==> src/rtl/perf_pkg.sv <==
// Shared types and default sizes for the performance counter bank.
package perf_pkg;

  typedef enum logic [1:0] {
    IDLE = 2'd0,
    RUN  = 2'd1,
    DONE = 2'd2
  } perf_state_t;

  localparam int DEF_NUM_CH = 8;
  localparam int DEF_CNT_W  = 32;
  localparam int DEF_WIN_W  = 32;

endpackage

==> src/rtl/perf_counter.sv <==
// One event counter with sticky overflow; wraps or saturates at all-ones.
module perf_counter
  import perf_pkg::*;
#(
  parameter int CNT_W    = DEF_CNT_W,
  parameter int SATURATE = 0
) (
  input  logic             clk,
  input  logic             rst,
  input  logic             inc,
  input  logic             clr,
  output logic [CNT_W-1:0] count,
  output logic             ovf
);

  always_ff @(posedge clk or negedge rst) begin
    if (!rst) begin
      count <= '0;
      ovf   <= 1'b0;
    end else if (clr) begin
      count <= '0;
      ovf   <= 1'b0;
    end else if (inc) begin
      if (&count) begin
        ovf <= 1'b1;
        if (SATURATE == 0) count <= '0;
      end else begin
        count <= count + 1'b1;
      end
    end
  end

endmodule

==> src/rtl/perf_counter_bank.sv <==
// Windowed event counter bank with a registered read port.
// Define PERF_SNAPSHOT_EN to capture counters at window end and read the snapshot.
module perf_counter_bank
  import perf_pkg::*;
#(
  parameter int   NUM_CH   = DEF_NUM_CH,
  parameter int   CNT_W    = DEF_CNT_W,
  parameter int   WIN_W    = DEF_WIN_W,
  parameter int   SATURATE = 0,
  localparam int  IDX_W    = (NUM_CH > 1) ? $clog2(NUM_CH) : 1
) (
  input  logic              clk,
  input  logic              rst,
  input  logic              start,
  input  logic              stop,
  input  logic [WIN_W-1:0]  win_len,
  input  logic              clear,
  input  logic [NUM_CH-1:0] event_i,
  input  logic              rd_req,
  input  logic [IDX_W-1:0]  rd_idx,
  output logic              rd_valid,
  output logic [CNT_W-1:0]  rd_data,
  output logic              rd_ovf,
  output logic              busy,
  output logic              done
);

  perf_state_t      state;
  logic [WIN_W-1:0] remaining;
  logic             run_end;

  logic [CNT_W-1:0] cnt [NUM_CH];
  logic [NUM_CH-1:0] ovf;

  logic [CNT_W-1:0] src_cnt [NUM_CH];
  logic [NUM_CH-1:0] src_ovf;
  logic [CNT_W-1:0] sel_data;
  logic             sel_ovf;

  // Stop wins over expiry, so a stopped final cycle never produces done.
  assign run_end = (state == RUN) && !stop && (remaining == WIN_W'(1));

  always_ff @(posedge clk or negedge rst) begin
    if (!rst) begin
      state     <= IDLE;
      remaining <= '0;
      busy      <= 1'b0;
      done      <= 1'b0;
    end else begin
      done <= 1'b0;
      case (state)
        IDLE: begin
          if (start) begin
            if (win_len != '0) begin
              state     <= RUN;
              remaining <= win_len;
              busy      <= 1'b1;
            end else begin
              state <= DONE;
              done  <= 1'b1;
            end
          end
        end
        RUN: begin
          remaining <= remaining - 1'b1;
          if (stop) begin
            state     <= IDLE;
            remaining <= '0;
            busy      <= 1'b0;
          end else if (run_end) begin
            state     <= DONE;
            remaining <= '0;
            busy      <= 1'b0;
            done      <= 1'b1;
          end
        end
        DONE:    state <= IDLE;
        default: state <= IDLE;
      endcase
    end
  end

  for (genvar i = 0; i < NUM_CH; i++) begin : g_ch
    perf_counter #(
      .CNT_W    (CNT_W),
      .SATURATE (SATURATE)
    ) u_cnt (
      .clk   (clk),
      .rst   (rst),
      .inc   (event_i[i] && (state == RUN)),
      .clr   (clear),
      .count (cnt[i]),
      .ovf   (ovf[i])
    );
  end

`ifdef PERF_SNAPSHOT_EN
  logic             snap_take;
  logic [CNT_W-1:0] shadow_cnt [NUM_CH];
  logic [NUM_CH-1:0] shadow_ovf;

  // Copy one cycle after the last RUN edge so the final cycle's events are included.
  always_ff @(posedge clk or negedge rst) begin
    if (!rst) begin
      snap_take  <= 1'b0;
      shadow_ovf <= '0;
      for (int i = 0; i < NUM_CH; i++) shadow_cnt[i] <= '0;
    end else begin
      snap_take <= run_end;
      if (clear) begin
        shadow_ovf <= '0;
        for (int i = 0; i < NUM_CH; i++) shadow_cnt[i] <= '0;
      end else if (snap_take) begin
        shadow_ovf <= ovf;
        for (int i = 0; i < NUM_CH; i++) shadow_cnt[i] <= cnt[i];
      end
    end
  end

  assign src_cnt = shadow_cnt;
  assign src_ovf = shadow_ovf;
`else
  assign src_cnt = cnt;
  assign src_ovf = ovf;
`endif

  always_comb begin
    sel_data = '0;
    sel_ovf  = 1'b0;
    if (int'(rd_idx) < NUM_CH) begin
      sel_data = src_cnt[rd_idx];
      sel_ovf  = src_ovf[rd_idx];
    end
  end

  always_ff @(posedge clk or negedge rst) begin
    if (!rst) begin
      rd_valid <= 1'b0;
      rd_data  <= '0;
      rd_ovf   <= 1'b0;
    end else begin
      rd_valid <= rd_req;
      if (rd_req) begin
        rd_data <= sel_data;
        rd_ovf  <= sel_ovf;
      end
    end
  end

endmodule
==> config.mk <==
export PLATFORM = sky130hd
export DESIGN_NAME = perf_counter_bank
export DESIGN_NICKNAME = d
export VERILOG_FILES = /design/src/rtl/perf_pkg.sv /design/src/rtl/perf_counter.sv /design/src/rtl/perf_counter_bank.sv
export SDC_FILE = /design/constraint.sdc
export NUM_CORES = 1
export LEC_CHECK = 0
export BUFFER_PORTS_ARGS = -buffer_cell sky130_fd_sc_hd__buf_2
export CAP_MARGIN = 20
export CORE_ASPECT_RATIO = 0.7
export CORE_MARGIN = 3
export CORE_UTILIZATION = 67
export DETAILED_ROUTE_END_ITERATION = 12
export PLACE_DENSITY = 0.85
export SETUP_SLACK_MARGIN = 0.2
export SYNTH_ARGS = -nofsm -noshare
export SYNTH_HDL_FRONTEND = slang
export SYNTH_SLANG_ARGS = --single-unit
==> constraint.sdc <==
create_clock -name clk -period 5.7 [get_ports clk]
set_input_delay 1.14 -clock clk [delete_from_list [all_inputs] [get_ports clk]]
set_output_delay 1.14 -clock clk [all_outputs]
set_load 0.02 [all_outputs]
-- Yosys cells after proc, flatten, opt, wreduce, memory -nomap -nowiden
Index checks and enable logic that the tools add are counted.
- $add $sub $neg: 9
- $lt $le $gt $ge: 2
- equality and inequality tests: 5
- mux-type cells: 73
- bitwise gates (word level): 1
- reduce and logical (&&, ||, !) cells: 49
- operators by type and width (cell ; number):
    32-bit 2-to-1 mux ; 30
    32-bit by 1-bit adder with 32-bit output, second input constant ; 8
    32-bit AND reduction ; 8
    32-bit binary-select mux with 3-bit select ; 1
    32-bit case mux with 2 select lines ; 1
    2-bit nonzero test ; 17
    1-bit 2-to-1 mux ; 33
    32-bit by 1-bit == test with 1-bit output, second input constant ; 1
    32-bit nonzero test ; 1
    32-bit by 1-bit subtractor with 32-bit output, second input constant ; 1
    2-bit AND reduction ; 9
    1-bit logical AND ; 10
    2-bit 2-to-1 mux ; 4
    4-bit >= comparator, second input constant ; 1
    3-bit by 4-bit less-than comparator with 1-bit output, second input constant ; 1
    2-bit inequality test, second input constant ; 2
    3-bit NOT with 4-bit output ; 1
    1-bit case mux with 2 select lines ; 2
    2-bit case mux with 2 select lines ; 1
    4-bit AND reduction ; 1
    1-bit binary-select mux with 3-bit select ; 1
    3-bit inequality test, second input constant ; 1
    3-bit AND reduction ; 1
    2-bit by 1-bit == test with 1-bit output, second input constant ; 1
    2 further kinds ; 2
- flip-flop bits (word level): 334
- input port bits: 49
- output and inout bits: 36

-- Depth between registers and ports, before layout
- depth in word-level cells: 6
- mapped depth: 8
- depth with buffers taken out: 7

-- By module
From an unflattened synthesis, not the netlist that was laid out.
- cell total of the unflattened synthesis: 1879
- area, all modules: 18940.7 um2
- by module, submodules not included (module ; instances ; cells each ; area an instance (um2) ; seq. area each (um2)):
    perf_counter ; 8 ; 171 ; 1685.4 ; 825.8
    perf_counter_bank ; 1 ; 511 ; 5457.7 ; 1751.7

-- Least setup slack after synthesis
OpenSTA, ideal clock, no wires.
- path kind: input to register
- start point: input win_len[10]
- end point: register remaining[11]
- setup time: 126 ps
- data arrival time: 2713 ps
- required time: 5574 ps
- slack: 2861 ps
- stages: 7
- buffers on the path: 2
- cell sequence: nor4_1 > and4_1 > clkbuf_1 > a211oi_1 > nor2_1 > clkbuf_1 > a221o_1
- longest elaborated chain between the ends: 3
- ends and longest elaborated chain (item ; line ; text):
    start: declaration ; perf_counter_bank.sv:16 ; input logic [WIN_W-1:0] win_len,
    32-bit nonzero test ; perf_counter_bank.sv:54 ; if (win_len != '0) begin
    2-bit inequality test (no source line) ; -- ;
    3-bit AND reduction (no source line) ; -- ;
    end signal: assignment ; perf_counter_bank.sv:56 ; remaining <= win_len;
    end signal: assignment ; perf_counter_bank.sv:65 ; remaining <= remaining - 1'b1;
    end: declaration ; perf_counter_bank.sv:29 ; logic [WIN_W-1:0] remaining;
Every way passes these cells.
A chain may end at the register's enable or synchronous reset.

-- Worst setup path in the final report
- start point: register state[0]
- end point: register g_ch[2].u_cnt.count[31]
- longest elaborated chain between the ends: 3
- ends and longest elaborated chain (item ; line ; text):
    start: declaration ; perf_counter_bank.sv:28 ; perf_state_t state;
    start signal: assignment ; perf_counter_bank.sv:45 ; state <= IDLE;
    start signal: assignment ; perf_counter_bank.sv:55 ; state <= RUN;
    start signal: assignment ; perf_counter_bank.sv:59 ; state <= DONE;
    2-bit by 1-bit == test with 1-bit output ; perf_counter_bank.sv:90 ; .inc (event_i[i] && (state == RUN)),
    1-bit logical AND ; perf_counter_bank.sv:90 ;
    2-bit nonzero test (no source line) ; -- ;
    end signal: assignment ; perf_counter.sv:28 ; count <= count + 1'b1;
    end: declaration ; perf_counter.sv:12 ; output logic [CNT_W-1:0] count,
Every way passes these cells.

==> results.md <==
* **final worst-path setup slack** 2300 ps
* **M1 WL** 23,600 um
* **maximum number of buffers from clock root to sink** 3
* **portion of netlist area occupied by mux cells** 0.0984
* **most area-hungry cell type in the Yosys netlist** sky130_fd_sc_hd__dfrtp_1
* **routed length per instance** 24.3 um
* **hold violation count in the final report** 0
* **floorplan core area** 28,100 um^2
* **net switching share of the total power** 0.274
* **CP Data Required Time** 6150 ps
* **category of the worst setup path capture point** flop
* **most common cell after layout, fill and taps aside** sky130_fd_sc_hd__dfrtp_1
* **cell count after synthesis** 1,983
* **Synth top area share** 0.433
* **library cells used by synthesis** 78
* **max-capacitance violation count** 0
* **vias in the first global route** 16.4k
* **number of instances resized during post-cts repair** 0
* **top fanout value on the critical path** 19
* **met2 WL** 23,600 um
* **estimated wirelength of the detail-placed design** 41,900 um
* **internal power of the cells** 0.00395 W
* **Die W** 209 um
* **utilization after layout** 0.753
* **data arrival time of the worst path** 3850 ps
* **floorplan die area** 30,900 um^2
* **final worst path period need** 3400 ps
* **endpoints failing setup** 0
* **number of hold buffers added after cts** 0
* **post-route clock period utilization** 0.596
* **headroom to the max-slew limit** 0.181
* **leading cell types in the layout, fill and taps excluded** sky130_fd_sc_hd__dfrtp_1 (334), sky130_fd_sc_hd__nor2_1 (279), sky130_fd_sc_hd__nand2_1 (136)
* **Max VDD drop** 0.244 mV
* **I/O Pins** 85
* **vias after detailed routing** 17.2k
* **leakage power** 8.56 nW
* **Worst Hold Slack** 494 ps
* **area added between synthesis and finish** 9.57%
* **total clock buffers created by CTS** 34
* **total track usage** 0.382
* **Pre-antenna DRT Iters** 6
* **run status** completed
* **Psw** 0.00149 W
* **cell area after synthesis** 19,300 um^2
* **largest net degree at the start of global routing** 118
* **clock tree from TritonCTS** built
* **number of antenna violations at the first check in global routing** 4
* **routability congestion estimate** 0.994
* **library cell used as clock root buffer** sky130_fd_sc_hd__clkbuf_16
* **setup repair after global routing missed its margin** no
* **clock latency of the later-clocked register in the worst-skew pair** 530 ps
* **top flip-flop cell by instance count after synthesis** sky130_fd_sc_hd__dfrtp_1
* **Met3 Wirelength** 9400 um
* **synthesis-stage register bit count** 334
* **port bufs** 84
* **top metal layer carrying routed signals** met5
* **power density of the placed cells** 257 nW/um^2
* **number of synthesized flops with an enable pin** 0
* **final net count** 2,089
* **dominant combinational cell family by area after synthesis** simple AND/OR/NAND/NOR gates
* **setup skew after layout** 11.1 ps
* **average footprint of a synthesized cell** 9.73 um^2
* **share of power burned in combinational logic** 0.115
* **htree depth** 2
* **sum of negative setup slack** 0 ps
* **Flop pwr share** 0.469
* **post-route antenna net violation count** 0
* **routed wire length** 58,900 um
* **worst-margin pin slew** 1220 ps
* **async set-reset flop share out of synthesis** 1.00
* **number of DRC markers in iteration 0** 2,557
* **sequential fraction of the synthesis area** 0.433
* **layout cell share with drive strength beyond 1** 0.128
* **number of warnings printed during yosys synthesis** 0
* **total count of max-transition violations in the final report** 0
* **timing-limited maximum frequency** 0.294 GHz
* **Synth Area in Compound Gates** 0.0906
* **CP Class** flop to flop
* **biggest area contributors in the synthesized netlist** sky130_fd_sc_hd__dfrtp_1 (43%), sky130_fd_sc_hd__mux4_2 (7.7%), sky130_fd_sc_hd__nor2_1 (5.4%)
* **fraction of power consumed by the clock network** 0.416
* **Cells after DPL** 2,362
* **net count of the mapped netlist** 2,042
* **Initial Utilization** 0.687
* **number of remaining DRC errors** 0
* **global-route wire length before repair** 92,500 um
* **total congestion overflow after global routing** 0
* **type of the worst min-delay path** flop to flop
* **clock slew at the register clock pins of the worst setup and hold paths** 70 ps
* **# clock sinks** 334
* **row count** 51
* **worst slack at placement** 2010 ps
* **number of vias per cell after detailed routing** 7.12
* **Startpoint Class** flop
* **Post-CTS Setup Repair Bufs** 0
* **post-synthesis share of cell area spent on and, or, nand and nor gates** 0.250
* **area share of fa/ha/maj cells after synthesis** 0.00648
* **Post-Synth XOR/XNOR Area** 0.0912
* **post-route insts no fill** 2,422
* **Die Y** 148 um
final timing paths:
kind	depth (start not counted)	slack (ps)	from	end
worst max-delay path	5	2300	state[0]	g_ch[2].u_cnt.count[31]
worst min-delay path	1	490	g_ch[4].u_cnt.ovf	g_ch[4].u_cnt.ovf
worst max register to register	5	2300	state[0]	g_ch[2].u_cnt.count[31]
worst min register to register	1	490	g_ch[4].u_cnt.ovf	g_ch[4].u_cnt.ovf
max in group asynchronous	2	3930	rst	g_ch[5].u_cnt.count[12]
min in group asynchronous	1	640	rst	g_ch[1].u_cnt.count[24]
power groups by stage:
| stage | logic (W) | registers [W] | clock network, W |
|---|---|---|---|
| global placement | 0.000583 | 0.00258 | 0 |
| CTS | 0.000605 | 0.00254 | 0.00228 |
| detailed placement | 0.000600 | 0.00258 | 0 |
| global route | 0.000670 | 0.00256 | 0.00239 |
| floorplan | 0.000370 | 0.00257 | 0 |
| finish | 0.000628 | 0.00255 | 0.00226 |
registers in the layout (all words and copies together), names as in the netlist:
| signal | flops |
|---|---|
| g_ch.u_cnt.count | 256 |
| rd_data | 32 |
| remaining | 32 |
| g_ch.u_cnt.ovf | 8 |
| state | 2 |
| busy | 1 |
| done | 1 |
| rd_ovf | 1 |
| rd_valid | 1 |
logic make-up (layout without fill, tap and decap cells):
logic type / Yosys count / count (layout)
simple gates: 929 / 929
flops: 334 / 334
compound gates: 259 / 259
xor+xnor: 201 / 201
buf+inv: 143 / 209
mux: 107 / 107
fa+ha+maj: 10 / 10
other cells: 0 / 2
final cells by class:
class / instances / area [um^2]
Multi-Input combinational cell: 1506 / 10400
Sequential cell: 334 / 8360
Fill cell: 1952 / 6930
Clock buffer: 45 / 953
Timing Repair Buffer: 114 / 692
Tap cell: 371 / 464
Inverter: 40 / 150
Clock inverter: 10 / 134
Antenna cell: 2 / 5.00
synth_stat cells, types with 19 or more instances:
library cell	count
sky130_fd_sc_hd__and3_1	31
sky130_fd_sc_hd__clkbuf_1	65
sky130_fd_sc_hd__o21ai_0	42
sky130_fd_sc_hd__xor2_1	109
sky130_fd_sc_hd__nand3_1	118
sky130_fd_sc_hd__xnor2_1	92
sky130_fd_sc_hd__inv_1	40
sky130_fd_sc_hd__and4_1	31
sky130_fd_sc_hd__or3_1	37
sky130_fd_sc_hd__nand4_1	95
sky130_fd_sc_hd__buf_2	21
sky130_fd_sc_hd__or4_1	19
sky130_fd_sc_hd__nor4_1	59
sky130_fd_sc_hd__mux4_2	66
sky130_fd_sc_hd__dfrtp_1	334
sky130_fd_sc_hd__a21oi_1	84
sky130_fd_sc_hd__nand2_1	136
sky130_fd_sc_hd__nor3_1	49
sky130_fd_sc_hd__nor2_1	279
sky130_fd_sc_hd__mux2i_1	39
critical path, cell delays in order, from the launching register on:
cell,delay (ps)
sky130_fd_sc_hd__dfrtp_1,840
sky130_fd_sc_hd__nand3b_4,260
sky130_fd_sc_hd__a211oi_2,730
sky130_fd_sc_hd__nand4_1,660
sky130_fd_sc_hd__or4_1,640
sky130_fd_sc_hd__a21oi_1,170
stage by stage:
stage	total power, W	instance area [um^2]
after floorplan	0.00294	19300
after detailed placement	0.00318	20000
final	0.00544	21100
after CTS	0.00543	21100
after global placement	0.00317	20000
after global routing	0.00561	21100
per-layer routing:
| layer | vias to the layer above | global-route usage |
|---|---|---|
| li1 | 7420 | - |
| met1 | 8328 | 0.561 |
| met2 | 1258 | 0.502 |
| met3 | 223 | 0.167 |
| met4 | 4 | 0.143 |
| met5 | - | 0 |
(Power assumes the default switching activity.)
